`src/rtl/instr_encoder.sv`:
```
// Field-level instruction encoder + program loader; optional macro ENC_ADDR_WRAP_EN (pointer wrap instead of halt).
// Latency: request accepted at edge N drives mem_we/mem_wdata in the following cycle (empty FIFO).
// Backpressure: in_ready drops when the FIFO is full, the address space is exhausted, or start is high.

module enc_fifo #(
    parameter int W     = 16,
    parameter int DEPTH = 4
) (
    input  logic                       clk,
    input  logic                       rst,
    input  logic                       flush,
    input  logic                       push,
    input  logic [W-1:0]               push_dat,
    input  logic                       pop,
    output logic                       full,
    output logic                       empty,
    output logic [$clog2(DEPTH):0]     cnt,
    output logic [W-1:0]               head_dat
);
    localparam int AW = $clog2(DEPTH);

    logic [AW:0]  wr_q;
    logic [AW:0]  rd_q;
    logic [W-1:0] mem_q [DEPTH];

    always_ff @(posedge clk or posedge rst) begin
        if (rst) begin
            wr_q <= '0;
            rd_q <= '0;
        end else if (flush) begin
            wr_q <= '0;
            rd_q <= '0;
        end else begin
            if (push) wr_q <= wr_q + (AW+1)'(1);
            if (pop)  rd_q <= rd_q + (AW+1)'(1);
        end
    end

    always_ff @(posedge clk) begin
        if (push && !flush) mem_q[wr_q[AW-1:0]] <= push_dat;
    end

    assign cnt      = wr_q - rd_q;
    assign full     = (cnt == (AW+1)'(DEPTH));
    assign empty    = (cnt == '0);
    assign head_dat = mem_q[rd_q[AW-1:0]];
endmodule

module instr_encoder #(
    parameter int DEPTH  = 4,
    parameter int ADDR_W = 8
) (
    input  logic              clk,
    input  logic              rst,
    input  logic              start,
    input  logic [ADDR_W-1:0] start_addr,
    input  logic              in_valid,
    output logic              in_ready,
    input  logic [3:0]        in_opcode,
    input  logic [2:0]        in_rd,
    input  logic [2:0]        in_rs1,
    input  logic [2:0]        in_rs2,
    input  logic [5:0]        in_imm,
    input  logic [7:0]        in_jaddr,
    output logic              mem_we,
    output logic [ADDR_W-1:0] mem_addr,
    output logic [15:0]       mem_wdata,
    input  logic              mem_ready,
    output logic              busy,
    output logic              err_illegal,
    output logic              addr_full
);
    localparam int CW = $clog2(DEPTH) + 1;
    localparam logic [ADDR_W-1:0] LAST_ADDR = {ADDR_W{1'b1}};
`ifdef ENC_ADDR_WRAP_EN
    localparam bit WRAP = 1'b1;
`else
    localparam bit WRAP = 1'b0;
`endif

    typedef enum logic [1:0] {IDLE, WRITE, HALT} state_t;

    state_t            state_q, state_d;
    logic [ADDR_W-1:0] ptr_q;
    logic              err_q;
    logic [15:0]       enc_word;
    logic              legal;
    logic              accept;
    logic              push;
    logic              pop;
    logic              fifo_full;
    logic              fifo_empty;
    logic [CW-1:0]     fifo_cnt;
    logic [15:0]       fifo_head;

    always_comb begin
        enc_word = '0;
        legal    = 1'b1;
        if (in_opcode <= 4'd4)
            enc_word = {3'b000, in_rs2, in_rs1, in_rd, in_opcode};
        else if (in_opcode <= 4'd8)
            enc_word = {in_imm, in_rs1, in_rd, in_opcode};
        else if (in_opcode == 4'd9)
            enc_word = {4'b0000, in_jaddr, in_opcode};
        else
            legal = 1'b0;
    end

    assign addr_full = (state_q == HALT);
    assign in_ready  = !fifo_full && !addr_full && !start;
    assign accept    = in_valid && in_ready;
    // Illegal opcodes complete the handshake but never reach the FIFO.
    assign push      = accept && legal;

    enc_fifo #(.W(16), .DEPTH(DEPTH)) u_fifo (
        .clk      (clk),
        .rst      (rst),
        .flush    (start),
        .push     (push),
        .push_dat (enc_word),
        .pop      (pop),
        .full     (fifo_full),
        .empty    (fifo_empty),
        .cnt      (fifo_cnt),
        .head_dat (fifo_head)
    );

    always_ff @(posedge clk or posedge rst) begin
        if (rst) state_q <= IDLE;
        else     state_q <= state_d;
    end

    always_comb begin
        state_d = state_q;
        pop     = 1'b0;
        if (start) begin
            state_d = IDLE;
        end else begin
            case (state_q)
                IDLE: begin
                    // Enter WRITE on the accept edge so the word shows up one cycle later.
                    if (!fifo_empty || push) state_d = WRITE;
                end
                WRITE: begin
                    if (mem_ready) begin
                        pop = 1'b1;
                        if (!WRAP && (ptr_q == LAST_ADDR))
                            state_d = HALT;
                        else if ((fifo_cnt > CW'(1)) || push)
                            state_d = WRITE;
                        else
                            state_d = IDLE;
                    end
                end
                HALT:    state_d = HALT;
                default: state_d = IDLE;
            endcase
        end
    end

    always_ff @(posedge clk or posedge rst) begin
        if (rst)        ptr_q <= '0;
        else if (start) ptr_q <= start_addr;
        else if (pop)   ptr_q <= ptr_q + ADDR_W'(1);
    end

    always_ff @(posedge clk or posedge rst) begin
        if (rst)                    err_q <= 1'b0;
        else if (start)             err_q <= 1'b0;
        else if (accept && !legal)  err_q <= 1'b1;
    end

    assign err_illegal = err_q;
    assign mem_we      = (state_q == WRITE);
    assign mem_addr    = ptr_q;
    assign mem_wdata   = mem_we ? fifo_head : 16'h0000;
    assign busy        = (state_q != IDLE) || !fifo_empty;
endmodule

```
`config.mk`:
```
export PLATFORM = sky130hd
export DESIGN_NAME = instr_encoder
export DESIGN_NICKNAME = d
export VERILOG_FILES = /design/src/rtl/instr_encoder.sv
export SDC_FILE = /design/constraint.sdc
export NUM_CORES = 1
export LEC_CHECK = 0
export ABC_CLOCK_PERIOD_IN_PS = 6200
export CAP_MARGIN = 20
export CORE_ASPECT_RATIO = 1.25
export CORE_MARGIN = 5
export CORE_UTILIZATION = 49
export DETAILED_ROUTE_END_ITERATION = 10
export PLACE_DENSITY = 0.74
export SETUP_SLACK_MARGIN = 0.05
export SLEW_MARGIN = 40
export SYNTH_ARGS = -nofsm -noshare
export SYNTH_HDL_FRONTEND = slang
export SYNTH_HIERARCHICAL = 1
export SYNTH_SLANG_ARGS = --single-unit
```
`constraint.sdc`:
```
create_clock -name clk -period 6.2 [get_ports clk]
set_input_delay 0.62 -clock clk [delete_from_list [all_inputs] [get_ports clk]]
set_output_delay 0.62 -clock clk [all_outputs]
set_load 0.02 [all_outputs]
```
Word-level counts from Yosys, hierarchy flattened
Memories as Yosys holds them, arrays and structs flattened.
Cells that the tools add are included.
Word-level totals
  output and inout port bits: 29
  RAM bits: 64
  memories: 1
  register bits after elaboration: 17
  bits in latches: 0
  ROM bits: 0
Operators by class
  $lt $le $gt $ge: 3
  $mul: 0
  reduce and logical (&&, ||, !) cells: 21
  bitwise gates (word level): 0
  eq/ne operators: 7
  div/mod/pow operators: 0
  multiplexer cells: 26
  add/sub/neg operators: 4
  shift-type cells: 0
Memories
  u_fifo.mem_q: depth 4, bits a word 16, read ports 1, clocked after Yosys merged registers in 0, write ports 1, line 24  | logic [W-1:0] mem_q [DEPTH];
Operator list (count)
  16-bit 2-to-1 mux: 3
  8-bit 2-to-1 mux: 2
  12-bit 2-to-1 mux: 1
  3-bit 2-to-1 mux: 4
  1-bit 2-to-1 mux: 11
  8-bit by 1-bit adder with 8-bit output (second input constant): 1
  8-bit equality test (second input constant): 1
  2-bit 2-to-1 mux: 4
  2-bit nonzero test: 4
  3-bit by 1-bit adder with 3-bit output (second input constant): 2
  1-bit logical AND: 6
  2-bit one-hot mux with 3 select lines: 1
  1-bit logical NOT: 5
  4-bit equality test (second input constant): 1
  4-bit by 3-bit <= comparator with 1-bit output (second input constant): 1
  4-bit <= comparator (second input constant): 1
  3-bit equality test (second input constant): 1
  3-bit by 1-bit > comparator with 1-bit output (second input constant): 1
  3-bit logical NOT: 1
  1-bit logical OR: 3
  3-bit by 2-bit inequality test with 1-bit output (second input constant): 1
  3-bit inequality test (second input constant): 1
  3-bit subtractor: 1
  2-bit by 1-bit equality test with 1-bit output (second input constant): 1
  other kinds (3): 3

Longest topological paths before layout
  depth in word-level cells: 13
  gate-level depth with buffers: 10
  mapped depth without buffers: 10

Cells and area by module
The synthesis kept the hierarchy.
By module, submodules not included
  enc_fifo: area each 2780.2 sq um, instances 1, sequential area each 2072.0 sq um, cells an instance 125
  instr_encoder: area each 1111.1 sq um, instances 1, sequential area each 275.3 sq um, cells an instance 137

Worst setup path before layout
No wires, ideal clock.
  path type: flip-flop to flip-flop
  start: register u_fifo.wr_q[0]
  end: memory u_fifo.mem_q[3][0] (enable)
  library setup time: 0.374 ns
  slack: 3.176 ns
  arrival: 2.650 ns
  stages on the path, launching flop included: 11
  cell sequence: dfrtp_1 > inv_1 > ha_1 > fa_1 > xor3_1 > nor2b_1 > nand2b_1 > nand3b_1 > nor2_1 > nor2b_1 > and2_1
On the way
  cells in the longest elaborated chain, start to end: 10
Ends and longest elaborated chain
  start: declaration: line 22  | logic [AW:0] wr_q;
  start signal: assignment: line 34  | if (push) wr_q <= wr_q + (AW+1)'(1);
  3-bit subtractor: line 43  | assign cnt = wr_q - rd_q;
  net fifo_cnt[2]: line 93  | logic [CW-1:0] fifo_cnt;
  3-bit equality test: line 44  | assign full = (cnt == (AW+1)'(DEPTH));
  net fifo_full: line 91  | logic fifo_full;
  1-bit logical NOT: line 110  | assign in_ready = !fifo_full && !addr_full && !start;
  1-bit logical AND (2 in a row): line 110
  1-bit logical AND: line 111  | assign accept = in_valid && in_ready;
  1-bit logical AND: line 113  | assign push = accept && legal;
  net push: line 89  | logic push;
  1-bit logical AND: line 40  | if (push && !flush) mem_q[wr_q[AW-1:0]] <= push_dat;
  1-bit 2-to-1 mux: line 40
  1-bit 2-to-1 mux (not written as such): line 40
  end: declaration: line 24
The timed path passes the listed nets, and every way through them passes these cells.

Final worst setup path
  start: register u_fifo.rd_q[0]
  end: memory u_fifo.mem_q[0][3] (enable)
On the way
  cells in the longest elaborated chain, start to end: 10
Ends and longest elaborated chain
  start: declaration: line 23  | logic [AW:0] rd_q;
  start signal: assignment: line 35  | if (pop) rd_q <= rd_q + (AW+1)'(1);
  3-bit subtractor: line 43
  net fifo_cnt[2]: line 93
  3-bit equality test: line 44
  net fifo_full: line 91
  1-bit logical NOT: line 110
  1-bit logical AND (2 in a row): line 110
  1-bit logical AND: line 111
  1-bit logical AND: line 113
  net push: line 89
  1-bit logical AND: line 40
  1-bit 2-to-1 mux: line 40
  1-bit 2-to-1 mux (not written as such): line 40
The timed path passes the listed nets, and every way through them passes these cells.

==> impl_metrics.py <==
metrics = {
    "power_and_ir_drop": {
        "p_switching_uw": 317,
        "pwr_density_cell_nw_per_um2": 261,
        "leakage_uw": 0.00176,
        "clkPwrFrac": 0.329,
        "pwr-share-comb": 0.176,
        "switching_share": 0.251,
        "ir_drop_mv": 0.121,
        "seq_power_share": 0.495,
        "p_int_uw": 946,
    },
    "synth": {
        "synth_warnings": 6,
        "avgSynthCellArea_sq_um": 14.9,
        "syn-num-nets": 309,
        "netlist_area_sq_um": 3890,
        "synthCells": 261,
    },
    "detailed_routing": {
        "wl_mm": 7.97,
        "avgRoutedWirePerCell_um": 18.5,
        "ant_nets": 0,
        "drt_iter0_markers": 121,
        "vias": 2447,
        "drcViolationCount": 0,
        "drt-vias-per-instance": 5.69,
        "drtPass1Iterations": 4,
    },
    "grt": {
        "grt_pass1_vias": 2524,
        "antenna_found_initial": 0,
        "grt-ovfl-total": 0,
        "track_usage": 0.176,
        "grt_first_pass_wirelength_mm": 12.8,
        "grt_max_degree": 28,
    },
    "min_path": {
        "hold_class": "in -> async",
    },
    "timing": {
        "worst_pin_slew_ns": 0.815,
        "period_share": 0.596,
        "final_hold_viol_count": 0,
        "fin_crit_ns": 3.70,
        "max-slew-margin-rel": 0.457,
        "slew_viol_final": 0,
        "setup_violations": 0,
        "max_freq_ghz": 0.271,
        "setup_tns_ns": 0,
        "rsz0062_at_grt": "no",
        "hold_ws_ns": 0.528,
        "finClkSkew_ns": 0.00854,
    },
    "critical_path": {
        "critPathRequiredTime_ns": 6.17,
        "worstReg2RegStart": "u_fifo/rd_q[0]$_DFFE_PP0P_",
        "cp_max_fo": 19,
        "rrSetupSlack_ns": 2.50,
        "critPathArrivalTime_ns": 3.67,
        "r2r-end": "u_fifo/mem_q[0][3]$_DFFE_PP_",
        "crit_path_start_kind": "flip-flop",
        "cp-endpoint": "u_fifo/mem_q[0][3]$_DFFE_PP_",
        "end_kind": "flip-flop",
        "crit_type": "reg -> reg",
        "worstSetupStartpoint": "u_fifo/rd_q[0]$_DFFE_PP0P_",
        "r2r.worst_path.cells": 9,
    },
    "clock_tree": {
        "htreeDepth": 3,
        "cts_tree": "done",
        "clockBufferDepth": 2,
        "cts_inserted_buffers": 9,
        "cts.clk_slew.worst_paths_ns": 0.08,
        "cts_root_buf": "clkbuf_8",
        "cts_setup_buffers": 0,
        "hold_buffers": 0,
        "cts_sinks": 81,
        "clk_latency_ns": 0.35,
        "ctsResizeCount": 0,
    },
    "place": {
        "placed_cells": 414,
        "port_buffers": 68,
        "dp_hpwl_mm": 5.56,
        "globalplace.congestion": 0.986,
    },
    "job": {
        "drv_cap": 0,
    },
    "floorplan": {
        "die_h_um": 110,
        "dieArea_sq_um": 9830,
        "coreArea_sq_um": 7790,
        "die_x_um": 89.7,
        "start_util": 0.499,
        "rows": 36,
        "ios": 69,
    },
    "final_layout": {
        "post-route-util": 0.621,
        "num_antenna_cells": 0,
        "nNetsFinal": 378,
        "drive_above_1_share": 0.122,
        "syn_to_final_growth_pct": 24.5,
        "final_cells": 430,
    },
    "status": {
        "status": "finished, final reports clean",
    },
}
## cell usage in the layout (no fill, tap or decap), types with 3 or more instances in the layout
cell / count
o21ai_0: 4
mux2i_1: 4
nand2b_1: 6
nor2_1: 9
and2_1: 21
dfrtp_1: 15
nand2_1: 11
clkdlybuf4s50_1: 68
a21oi_1: 6
nor3_1: 4
a22o_1: 6
inv_1: 10
and2_2: 3
nand3b_1: 4
ha_1: 7
nand3_1: 4
or4_1: 3
edfxtp_1: 64
nor2b_1: 6
clkbuf_8: 9
mux4_2: 9
mux4_1: 7
xnor2_1: 3
## metal layers
metal	GRT usage	up-vias	share of wire
met2	0.306	81	0.52
met3	0.0405	9	0.066
met4	0.0489	0	0.012
li1	-	1131	-
met1	0.217	1226	0.40
met5	0	-	0
## flip-flops by register name, summed over array words and instances (netlist names)
| name | count |
|---|---|
| err_illegal | 1 |
| mem_addr | 8 |
| state_q | 2 |
| u_fifo/mem_q | 64 |
| u_fifo/rd_q | 3 |
| u_fifo/wr_q | 3 |
## worst min-delay path by stage
stage / startpoint / end / slack (ns) / depth (start not counted)
final: rst / u_fifo/wr_q[2]$_DFFE_PP0P_ / 0.53 / 2
after global routing: rst / u_fifo/wr_q[2]$_DFFE_PP0P_ / 0.53 / 2
after CTS: rst / u_fifo/wr_q[2]$_DFFE_PP0P_ / 0.52 / 2
after detailed placement: err_illegal$_DFFE_PP0P_ / err_illegal$_DFFE_PP0P_ / 0.50 / 1
after global placement: err_illegal$_DFFE_PP0P_ / err_illegal$_DFFE_PP0P_ / 0.51 / 1
after floorplan: rst / u_fifo/rd_q[0]$_DFFE_PP0P_ / 0.41 / 1
## worst max-delay path, stage by stage (launching register included)
cell and delay [ns]:
dfrtp_2 0.63, ha_1 0.30, fa_1 0.37, xor3_1 0.22, nor2b_1 0.16, nand2b_1 0.15, nand3b_1 0.21, nor2_1 0.33
nor2b_1 0.25, and2_1 0.69
## metrics by stage
step / total power [uW] / cell area (sq um) / setup WS (ns)
2_1_floorplan: 763 / 3890 / 3.18
3_3_place_gp: 857 / 4610 / 2.24
3_5_place_dp: 861 / 4620 / 2.47
4_1_cts: 1280 / 4830 / 2.45
5_1_grt: 1320 / 4840 / 2.21
6_report: 1260 / 4840 / 2.50
## power groups by stage
stage                     Clock (uW)  Combinational, uW  Sequential, uW
after floorplan                    0                130             632
after global placement             0                221             636
after detailed placement           0                225             637
after CTS                        427                226             625
after global routing             452                242             628
final                            416                223             625
## final cells by class
type	instances	area, sq um
clock inverter	6	90.1
tap	95	119
multi-input combinational	156	1420
timing repair buffer	69	688
inverter	13	48.8
fill	622	2950
clock buffer	10	128
sequential	81	2350
No activity file was read; power rests on OpenSTA's default activity.
